[config.mk]
export PLATFORM = sky130hd
export DESIGN_NAME = fifo_read_port_ctrl
export DESIGN_NICKNAME = d
export VERILOG_FILES = /design/src/rtl/fifo_read_port_ctrl.sv
export SDC_FILE = /design/constraint.sdc
export NUM_CORES = 1
export LEC_CHECK = 0
export CORE_UTILIZATION = 54
export DETAILED_ROUTE_END_ITERATION = 10
export GPL_TIMING_DRIVEN = 0
export PLACE_DENSITY_LB_ADDON = 0.12
export SLEW_MARGIN = 20
export SYNTH_ARGS = -nofsm -noshare
export SYNTH_HDL_FRONTEND = slang
export SYNTH_SLANG_ARGS = --single-unit
[constraint.sdc]
create_clock -name clk -period 6.6 [get_ports clk]
set_clock_uncertainty 0.15 [all_clocks]
set_input_delay 0.99 -clock clk [delete_from_list [all_inputs] [get_ports clk]]
set_output_delay 0.99 -clock clk [all_outputs]
set_load 0.005 [all_outputs]
[src/rtl/fifo_read_port_ctrl.sv]
// ---------------------------------------------------------------------------
// fifo_read_port_ctrl
//
// Read-side controller for a synchronous FIFO with one cycle of read latency.
// It issues fifo_rd_en only when a slot in its 2-entry output buffer is
// guaranteed for the word. Each returned word is captured into the buffer and
// presented on a valid/ready stream. The stream sustains one word per cycle.
//
// Ports
//   clk            rising-edge clock
//   rst            synchronous active-high reset
//   enable         permits new FIFO reads
//   fifo_empty     FIFO empty flag
//   fifo_underflow FIFO underflow flag (latched into underflow_err)
//   fifo_data_out  FIFO read data, valid the cycle after an accepted read
//   fifo_rd_en     FIFO read enable (combinational, forced low in reset)
//   m_data         stream data (buffer head)
//   m_valid        stream valid (buffer not empty)
//   m_ready        stream ready from the consumer
//   rd_count       words captured since reset, saturating at all-ones
//   underflow_err  sticky underflow indication, cleared only by rst
// ---------------------------------------------------------------------------
module fifo_read_port_ctrl #(
    parameter int FIFO_WIDTH = 16,
    parameter int CNT_WIDTH  = 16
) (
    input  logic                  clk,
    input  logic                  rst,
    input  logic                  enable,
    input  logic                  fifo_empty,
    input  logic                  fifo_underflow,
    input  logic [FIFO_WIDTH-1:0] fifo_data_out,
    output logic                  fifo_rd_en,
    output logic [FIFO_WIDTH-1:0] m_data,
    output logic                  m_valid,
    input  logic                  m_ready,
    output logic [CNT_WIDTH-1:0]  rd_count,
    output logic                  underflow_err
);

    // Two-entry output buffer, written at the tail and read at the head.
    logic [FIFO_WIDTH-1:0] slot_q [2];
    logic                  head_q;
    logic                  tail_q;
    logic [1:0]            occ_q;
    logic [1:0]            occ_d;
    logic                  inflight_q;
    logic [CNT_WIDTH-1:0]  rd_count_q;
    logic [CNT_WIDTH-1:0]  rd_count_d;
    logic                  underflow_err_q;
    logic                  pop;

    assign m_valid = (occ_q != 2'd0);
    assign pop     = m_valid && m_ready;
    assign m_data  = slot_q[head_q];

    // Slots already owed to words: the buffered words plus the word now on
    // fifo_data_out, minus the word leaving this cycle. Because the word in
    // flight is captured at this same edge, this is also the next occupancy.
    // The invariant occ + inflight <= 2 keeps it within 2 bits. A pop
    // implies occ >= 1, so the subtraction never wraps.
    assign occ_d = occ_q + {1'b0, inflight_q} - {1'b0, pop};

    // A new read is safe only when at most one slot is owed after this edge.
    // The read's word is then guaranteed a slot when it arrives next cycle.
    assign fifo_rd_en = !rst && enable && !fifo_empty && (occ_d <= 2'd1);

    assign rd_count_d = (rd_count_q == {CNT_WIDTH{1'b1}})
                      ? rd_count_q
                      : rd_count_q + CNT_WIDTH'(1);

    // Per-slot capture. Only the tail slot is written. When the buffer holds
    // two words nothing is in flight, so the head slot is never overwritten
    // while it is being presented.
    genvar gi;
    generate
        for (gi = 0; gi < 2; gi++) begin : g_slot
            always_ff @(posedge clk) begin
                if (rst) begin
                    slot_q[gi] <= '0;
                end else if (inflight_q && (tail_q == 1'(gi))) begin
                    slot_q[gi] <= fifo_data_out;
                end
            end
        end
    endgenerate

    always_ff @(posedge clk) begin
        if (rst) begin
            head_q          <= 1'b0;
            tail_q          <= 1'b0;
            occ_q           <= 2'd0;
            inflight_q      <= 1'b0;
            rd_count_q      <= '0;
            underflow_err_q <= 1'b0;
        end else begin
            occ_q      <= occ_d;
            inflight_q <= fifo_rd_en;
            if (pop) begin
                head_q <= ~head_q;
            end
            if (inflight_q) begin
                tail_q     <= ~tail_q;
                rd_count_q <= rd_count_d;
            end
            if (fifo_underflow) begin
                underflow_err_q <= 1'b1;
            end
        end
    end

    assign rd_count      = rd_count_q;
    assign underflow_err = underflow_err_q;

endmodule

* Word-level counts from Yosys, hierarchy flattened
Memory sizes are Yosys's and may differ from the RTL's. A register that Yosys moved wholly into a read port is not among the register bits.
Cells that the tools add are included.
** Word-level totals
- Output and inout port bits :: 35
- Memories :: 1
- Register bits after elaboration :: 22
- Bits in writable memories :: 32
** Cells by class
- Muxes and demuxes :: 12
- Order comparisons :: 1
- Reduce and logical (&&, ||, !) cells :: 10
- Eq/ne operators :: 1
- Bitwise operators :: 5
- $add $sub $neg :: 3
** Memories
- slot_q :: depth 2, bits a word 16, rd ports 1, clocked after Yosys merged registers in 1, write ports 2, RTL line 42 : logic [FIFO_WIDTH-1:0] slot_q [2];
** Operators with widths (number)
- $mux W16 :: 2
- $add A16 B1 Y16 const B :: 1
- $eq A16 B16 Y1 const B :: 1
- $mux W1 :: 10
- $logic_and A1 B1 Y1 :: 6
- $not A1 Y1 :: 3
- $add A2 B1 Y2 :: 1
- $le A2 B1 Y1 const B :: 1
- $logic_not A1 Y1 :: 2
- $or A1 B1 Y1 :: 2
- $reduce_and A2 Y1 :: 1
- $reduce_bool A2 Y1 :: 1
- $sub A2 B1 Y2 :: 1

* Longest topological paths before layout
Gate-level depths: netlist (run 1).
- Depth after elaboration :: 6
- Mapped depth :: 8

* Least setup slack after synthesis (run 1)
Ideal clock, no wire load.
- Kind :: input-to-output
- Start :: in m_ready
- End :: out fifo_rd_en
- Cell stages on the path :: 7
- Arrival time :: 2.174 ns
- Buffers on the path :: 0
- Path slack :: 3.286 ns
- Data required time :: 5.460 ns
- Path through :: and2_1 ha_1 inv_1 ha_1 xnor2_1 xnor2_1 nor4b_1
** On the way
- Longest elaborated chain between the ends :: 4
** Ends and longest elaborated chain
- from (decl) :: RTL line 36 : input logic m_ready,
- $logic_and A1 B1 Y1 :: RTL line 54 : assign pop = m_valid && m_ready;
- $sub A2 B1 Y2 :: RTL line 62 : assign occ_d = occ_q + {1'b0, inflight_q} - {1'b0, pop};
- $le A2 B1 Y1 :: RTL line 66 : assign fifo_rd_en = !rst && enable && !fifo_empty && (occ_d <= 2'd1);
- $logic_and A1 B1 Y1 :: RTL line 66
- to (decl) :: RTL line 33 : output logic fifo_rd_en,
No other way between the ends.

* Final worst setup path (run 1)
- Start :: in m_ready
- End :: out fifo_rd_en
** On the way
- Longest elaborated chain between the ends :: 4
** Ends and longest elaborated chain
- $logic_and A1 B1 Y1 :: RTL line 54
- named net pop :: RTL line 51 : logic pop;
- $sub A2 B1 Y2 :: RTL line 62
- $le A2 B1 Y1 :: RTL line 66
- $logic_and A1 B1 Y1 :: RTL line 66
The timed path passes the listed nets, and every way through them passes these cells.

==> results of run 1 <==
[worst max path at each step]
| stage | cells after the start | endpoint | from |
|---|---|---|---|
| floorplan | 7 | fifo_rd_en | m_ready |
| finish | 9 | fifo_rd_en | m_ready |
| CTS | 9 | fifo_rd_en | m_ready |
| detailed placement | 9 | fifo_rd_en | m_ready |
| global route | 9 | fifo_rd_en | m_ready |
| global placement | 9 | fifo_rd_en | m_ready |
[metrics by stage]
stage	utilization (%)	setup WS (ns)	power (mW)	hold slack [ns]
after global placement	71.0	2.33	0.605	0.300
after detailed placement	71.0	2.33	0.610	0.313
after floorplan	-	3.29	0.512	0.311
after CTS	72.9	2.32	0.788	0.334
final	72.9	2.35	0.780	0.324
after global routing	72.9	2.21	0.817	0.370
[synth_stat cells (all sizes together)]
| library cell | count | share of area, % |
|---|---|---|
| edfxtp | 32 | 38 |
| nor2 | 13 | 2.0 |
| inv | 6 | 0.89 |
| nor2b | 3 | 0.74 |
| and4 | 4 | 1.5 |
| or3 | 3 | 0.74 |
| nor4 | 1 | 0.84 |
| or4 | 4 | 1.2 |
| ha | 3 | 1.5 |
| a311oi | 2 | 0.69 |
| mux2 | 17 | 7.7 |
| nor4b | 2 | 0.69 |
| mux2i | 1 | 0.40 |
| a31oi | 2 | 0.49 |
| o211ai | 1 | 0.30 |
| or2 | 1 | 0.25 |
| a21oi | 8 | 1.6 |
| nor3 | 5 | 1.2 |
| a2111oi | 1 | 0.59 |
| buf | 3 | 0.89 |
| and2 | 33 | 8.2 |
| nand4 | 5 | 1.5 |
| nand3 | 6 | 1.7 |
| xnor2 | 8 | 2.8 |
| a41oi | 1 | 0.35 |
| clkbuf | 6 | 0.89 |
| dfxtp | 23 | 18 |
| o31ai | 6 | 1.8 |
| nand2 | 4 | 0.69 |
| nand2b | 2 | 0.49 |
| o21ai | 1 | 0.20 |
| a21o | 2 | 0.59 |
| a211oi | 2 | 0.59 |
[worst max-delay path, stage by stage]
cell,delay [ns]
clkdlybuf4s50_1,0.39
and2_1,0.16
ha_1,0.27
inv_1,0.04
ha_1,0.17
xnor2_1,0.13
xnor2_1,0.16
nor4b_1,0.24
clkdlybuf4s50_1,0.54
[cell families after synthesis]
family | share of synthesized area (%)
flip-flops | 56.2
XOR/XNOR | 2.77
AND/OR/NAND/NOR | 21.7
buffers and inverters | 2.67
adder cells (fa/ha/maj) | 1.48
AO/OA/AOI/OAI | 7.17
multiplexers | 8.11
[per-layer routing]
metal | global-route usage [%] | vias to the layer above | share of wire (%)
li1 | - | 905 | -
met1 | 26.4 | 860 | 42
met2 | 36.5 | 41 | 51
met3 | 3.75 | 10 | 5.2
met4 | 8.84 | 0 | 2.1
met5 | 0 | - | 0
[power by group through the flow]
stage               clock network (mW)  registers (mW)  logic, mW
finish                           0.179           0.402      0.199
global route                     0.196           0.406      0.214
CTS                              0.185           0.403      0.201
detailed placement                   0           0.411      0.199
global placement                     0           0.409      0.196
floorplan                            0           0.408      0.104
[final cells by class]
class                   count  share of cell area [%]
repair buffers             56                    17.3
flip-flops and latches     55                    43.8
well taps                  52                    2.01
clock inverters             2                   0.386
plain buffers               9                    1.39
inverters                   6                   0.695
clock buffers               6                    2.24
multi-input cells         141                    32.1
[registers in the layout (all words and copies together) (netlist names), named ones only]
| register | cells |
|---|---|
| occ_q | 2 |
| head_q | 1 |
| tail_q | 1 |
| inflight_q | 1 |
| rd_count | 16 |
| slot_q | 32 |
| underflow_err | 1 |
==> metrics.txt, run 1 <==
Power Density=~240 nW/µm²; Internal=about 600 µW; via-per-instance ratio=approximately 5.6; post-synth cell types=between 40 and 50; relative max-transition margin=between 50% and 60%; worst r2r path cells=8; DRT Pass-1 Iters=7; failing checks=DRC; crit path launch type=input pin; unrepaired setup endpoints after global routing=false; Std-Cell Rows=24; DR iter-0 viols=100; Clock transition at path regs=roughly 0.09 ns; clk_lat worst skew=~0.3 ns; Layout Area Growth over Synthesis=28.1%; Syn Std Cell Area=approximately 2500 µm²; Core ar.=about 4400 µm²; clock buffer depth=2; area of the multi-input gates=1040 µm²; RR Endpoint=inflight_q; Fill cells=333; DR WL/cell=14.8 µm; initial antenna violation count=0; DR vias=1816; Setup CP Type=input pin to output port; Clk pwr share=between 20% and 30%; r2r setup slk=4.47 ns; IO buf count=56; YS warnings=0; hold-fix buffers at CTS=0; most frequent cells in the layout=clkdlybuf4s50_1 (56), and2_1 (33), edfxtp_1 (32); Hold Fails Final Rpt=0; Syn Area/Cell=about 12 µm²; CTS root buf=clkbuf_8; max-slew violation count=0; first-pass GRT wire length=around 8100 µm; Fmax achieved=between 0.2 and 0.25 GHz; detailed placement HPWL=between 3000 and 4000 µm; switching part of the total=approximately a quarter; I/O Pins=between 50 and 60; starting density of the core=roughly 57%; Storage cell area=~1400 µm²; CP endpoint kind=output port; CTS H-tree depth=2; CTS tree=built; Crit path arrival time=3.11 ns; CP required=roughly 5.5 ns; largest net degree at the start of global routing=17; number of setup violations in the final report=0; area of the die=between 4000 and 5000 µm²; max-cap check violation count=0; Combinational Power Share=between 20% and 30%; global-route total usage across every layer=approximately a fifth; worst reg2reg path startpoint=occ_q[1]; Post-Layout Cell Count=about 330; Sink Count=55; antenna-violating nets left=0; final setup TNS=0 ns; Tcrit/Tclk final=between 60% and 70%; vias in the first global route=between 1500 and 2000; cts bufs inserted=5; Die Ht=between 70 and 80 µm; DIE WIDTH=70.5 µm; sequential element share of the synthesized area=56.2%; CTS resizes=0; hold wc startpoint=underflow_err; crit path time final=about 4.3 ns; Cells after Synth=approximately 210; hold path endpoint=underflow_err; sw power=191 µW; most common cell after layout, fill and taps aside=clkdlybuf4s50_1; flops & latches, synth=55; worst-margin pin slew=just under 0.7 ns; hold depth=2; dpl cells=around 320; drt total wl=4850 µm; layout cell share with drive strength beyond 1=approximately 12%; final instance area=approximately 3200 µm²; outcome=finished with violations; RD Place Congestion=a little under 0.8; part of the power in registers=51.6%; Remaining DRCs=6; DP Area=3160 µm²; Pleak=1.14 nW; worst hold path type=flop to flop; post-CTS setup repair buffer count=0; n_diodes=0; syn nets=roughly 240; VDD IR max=0.147 mV; total gr overflow=0; maximum fanout along the worst path=3; # nets final=~300
(Power assumes the default switching activity.)
==> inputs of run 2 (changes only) <==
--- a/config.mk
+++ b/config.mk
@@ -5,7 +5,7 @@
 export SDC_FILE = /design/constraint.sdc
 export NUM_CORES = 1
 export LEC_CHECK = 0
-export CORE_UTILIZATION = 54
+export CORE_UTILIZATION = 45
 export DETAILED_ROUTE_END_ITERATION = 10
 export GPL_TIMING_DRIVEN = 0
 export PLACE_DENSITY_LB_ADDON = 0.12
==> constraint.sdc (replaced) <==
create_clock -name clk -period 3.5 [get_ports clk]
set_clock_uncertainty 0.15 [all_clocks]
set_input_delay 0.525 -clock clk [delete_from_list [all_inputs] [get_ports clk]]
set_output_delay 0.525 -clock clk [all_outputs]
set_load 0.005 [all_outputs]
==> run 2 against run 1 <==
The flow now finishes without violations. Count of clock-buffer cells in the layout is the same. Power up 100%. Worst setup slack worse by 1.8 ns. Die area up 19%. Highest routed layer unchanged.
==> metrics.txt, run 2 (synthesis gave the netlist of run 1 again) <==
RD Place Congestion=0.781 (was 0.787); Crit path arrival time=2.32 ns (was 3.11 ns); max-slew violation count=0 (unchanged); IO buf count=56 (unchanged); Hold Fails Final Rpt=0 (unchanged); crit-path cells=or2_2 > and2_1 > ha_1 > inv_1 > ha_1 > xnor2_1 > xnor2_1 > nor4b_1 > dlymetal6s2s_1 (was clkdlybuf4s50_1 > and2_1 > ha_1 > inv_1 > ha_1 > xnor2_1 > xnor2_1 > nor4b_1 > clkdlybuf4s50_1); max reg flops=32 (unchanged); max-cap check violation count=0 (unchanged); most common cell after layout, fill and taps aside=clkdlybuf4s50_1 (unchanged); Pleak=1.17 nW (was 1.14 nW); Clock transition at path regs=0.09 ns (about the same); VDD IR max=0.258 mV (was 0.147 mV); CP delay by family, top=simple AND/OR/NAND/NOR gates (was buffers and inverters); clock buffer depth=2 (unchanged); starting density of the core=48.0% (was 57.0%); worst hold path type=flop to flop (unchanged); final instance area=3300 µm² (was 3240 µm²); clk_lat worst skew=0.31 ns (was 0.30 ns); Clk pwr share=27.7% (was 23.0%); Internal=1.20 mW (was 589 µW); CTS tree=built (unchanged); Combinational Power Share=23.8% (was 25.4%); Remaining DRCs=0 (was 6); Fmax achieved=around 0.33 GHz; DR iter-0 viols=46 (was 100); Sink Count=55 (unchanged); sw power=363 µW (was 191 µW); CP required=2.82 ns (was 5.46 ns); worst-margin pin slew=0.733 ns (was 0.694 ns); I/O Pins=57 (unchanged); part of the power in registers=48.5% (was 51.6%); cts bufs inserted=5 (unchanged); M1 GR Usage=22.9% (was 26.4%); WP buf/inv=2 (was 3); Power Density=474 nW/µm² (was 241 nW/µm²); DP Area=3180 µm² (was 3160 µm²); detailed placement HPWL=3440 µm (was 3450 µm); switching part of the total=23.2% (was 24.5%); # nets final=299 (unchanged); Die Ht=77 µm (was 70.5 µm); antenna-violating nets left=0 (unchanged); unrepaired setup endpoints after global routing=false (unchanged); Core Util, Final=62.6% (was 72.9%); DR WL/cell=14.1 µm (was 14.8 µm); final setup TNS=0 ns (unchanged); Final WS setup=0.510 ns (was 2.35 ns); Std-Cell Rows=26 (was 24); number of setup violations in the final report=0 (unchanged); GR met2 Demand/Resource=29.3% (was 36.5%); relative max-transition margin=50.8% (was 53.4%); crit path launch type=flop (was input pin); DRT Pass-1 Iters=4 (was 7); CP endpoint kind=output port (unchanged); most frequent cells in the layout=clkdlybuf4s50_1 (55), and2_1 (33), edfxtp_1 (32) (was clkdlybuf4s50_1 (56), and2_1 (33), edfxtp_1 (32)); total gr overflow=0 (unchanged); CTS root buf=clkbuf_8 (unchanged); Setup CP Type=flop to output port (was input pin to output port); Slowest-stage cell, CP=dfxtp_1 (was clkdlybuf4s50_1); maximum fanout along the worst path=3 (unchanged); global-route total usage across every layer=18.0% (was 21.3%); CTS H-tree depth=2 (unchanged); area of the die=5930 µm² (was 4970 µm²); initial antenna violation count=0 (unchanged); GR Util met3=4.76% (was 3.75%); Largest Register=slot_q (unchanged); outcome=finished clean (was finished with violations); DR vias=1802 (was 1816); n_diodes=0 (unchanged); Core ar.=5270 µm² (was 4440 µm²); hold-fix buffers at CTS=0 (unchanged); drt total wl=4850 µm (about the same); layout cell share with drive strength beyond 1=13.1% (was 12.4%); via-per-instance ratio=5.22 (was 5.55); Layout Area Growth over Synthesis=30.4% (was 28.1%); total power=1.56 mW (was 780 µW); crit-path max cell delay=0.33 ns (was 0.54 ns); vias in the first global route=1729 (was 1721); DIE WIDTH=77 µm (was 70.5 µm); largest net degree at the start of global routing=17 (unchanged); first-pass GRT wire length=8240 µm (was 8120 µm); Tcrit/Tclk final=between 80% and 90%; pre-CTS setup slack=0.115 ns (was 2.33 ns); crit path time final=about 3.0 ns; busiest grt layer=met2 (unchanged)
run 2: final cells by class:
type                            count  area, µm²
Clock buffer                        6       82.6
Timing Repair Buffer               56        563
Multi-Input combinational cell    141       1040
Clock inverter                      2       35.0
Inverter                            6       22.5
Tap cell                           70       87.6
Sequential cell                    55       1420
Buffer                              9       45.0
Fill cell                         454       1970
run 2: layer usage:
metal	share of wire (%)	up-vias	routed length (µm)
met3	5.2	7	252
met2	48	46	2320
met1	45	853	2200
li1	-	896	-
met4	1.6	0	76
met5	0	-	0
run 2: worst reg2reg max path: stages (launching register included):
cell	delay, ns
dfxtp_1	0.33
or2_2	0.30
and2_1	0.20
ha_1	0.28
inv_1	0.04
ha_1	0.17
xnor2_1	0.13
xnor2_1	0.15
nor4b_1	0.25
run 2: worst paths after layout:
path | startpoint | end | slack, ns | cells after the start
worst max register to register | occ_q[1] | inflight_q | 1.40 | 8
worst min register to register | underflow_err | underflow_err | 0.33 | 2
worst max-delay path | occ_q[1] | fifo_rd_en | 0.51 | 9
worst min-delay path | underflow_err | underflow_err | 0.33 | 2
run 2: metrics by stage:
| stage | instances | hold WS [ns] |
|---|---|---|
| after CTS | 345 | 0.341 |
| after global placement | 337 | 0.299 |
| after global routing | 345 | 0.379 |
| final | 345 | 0.331 |
| after floorplan | 211 | 0.311 |
| after detailed placement | 337 | 0.319 |
run 2: power groups by stage:
stage / Sequential (mW) / Clock, mW / Combinational, mW
detailed placement: 0.774 / 0 / 0.377
finish: 0.758 / 0.434 / 0.371
floorplan: 0.769 / 0 / 0.197
global route: 0.765 / 0.465 / 0.408
CTS: 0.759 / 0.444 / 0.381
global placement: 0.771 / 0 / 0.376
run 2: repair_timing:
action                     CTS  global route
resized for setup            0             1
setup endpoints to repair    0             1
buffers inserted             0             0
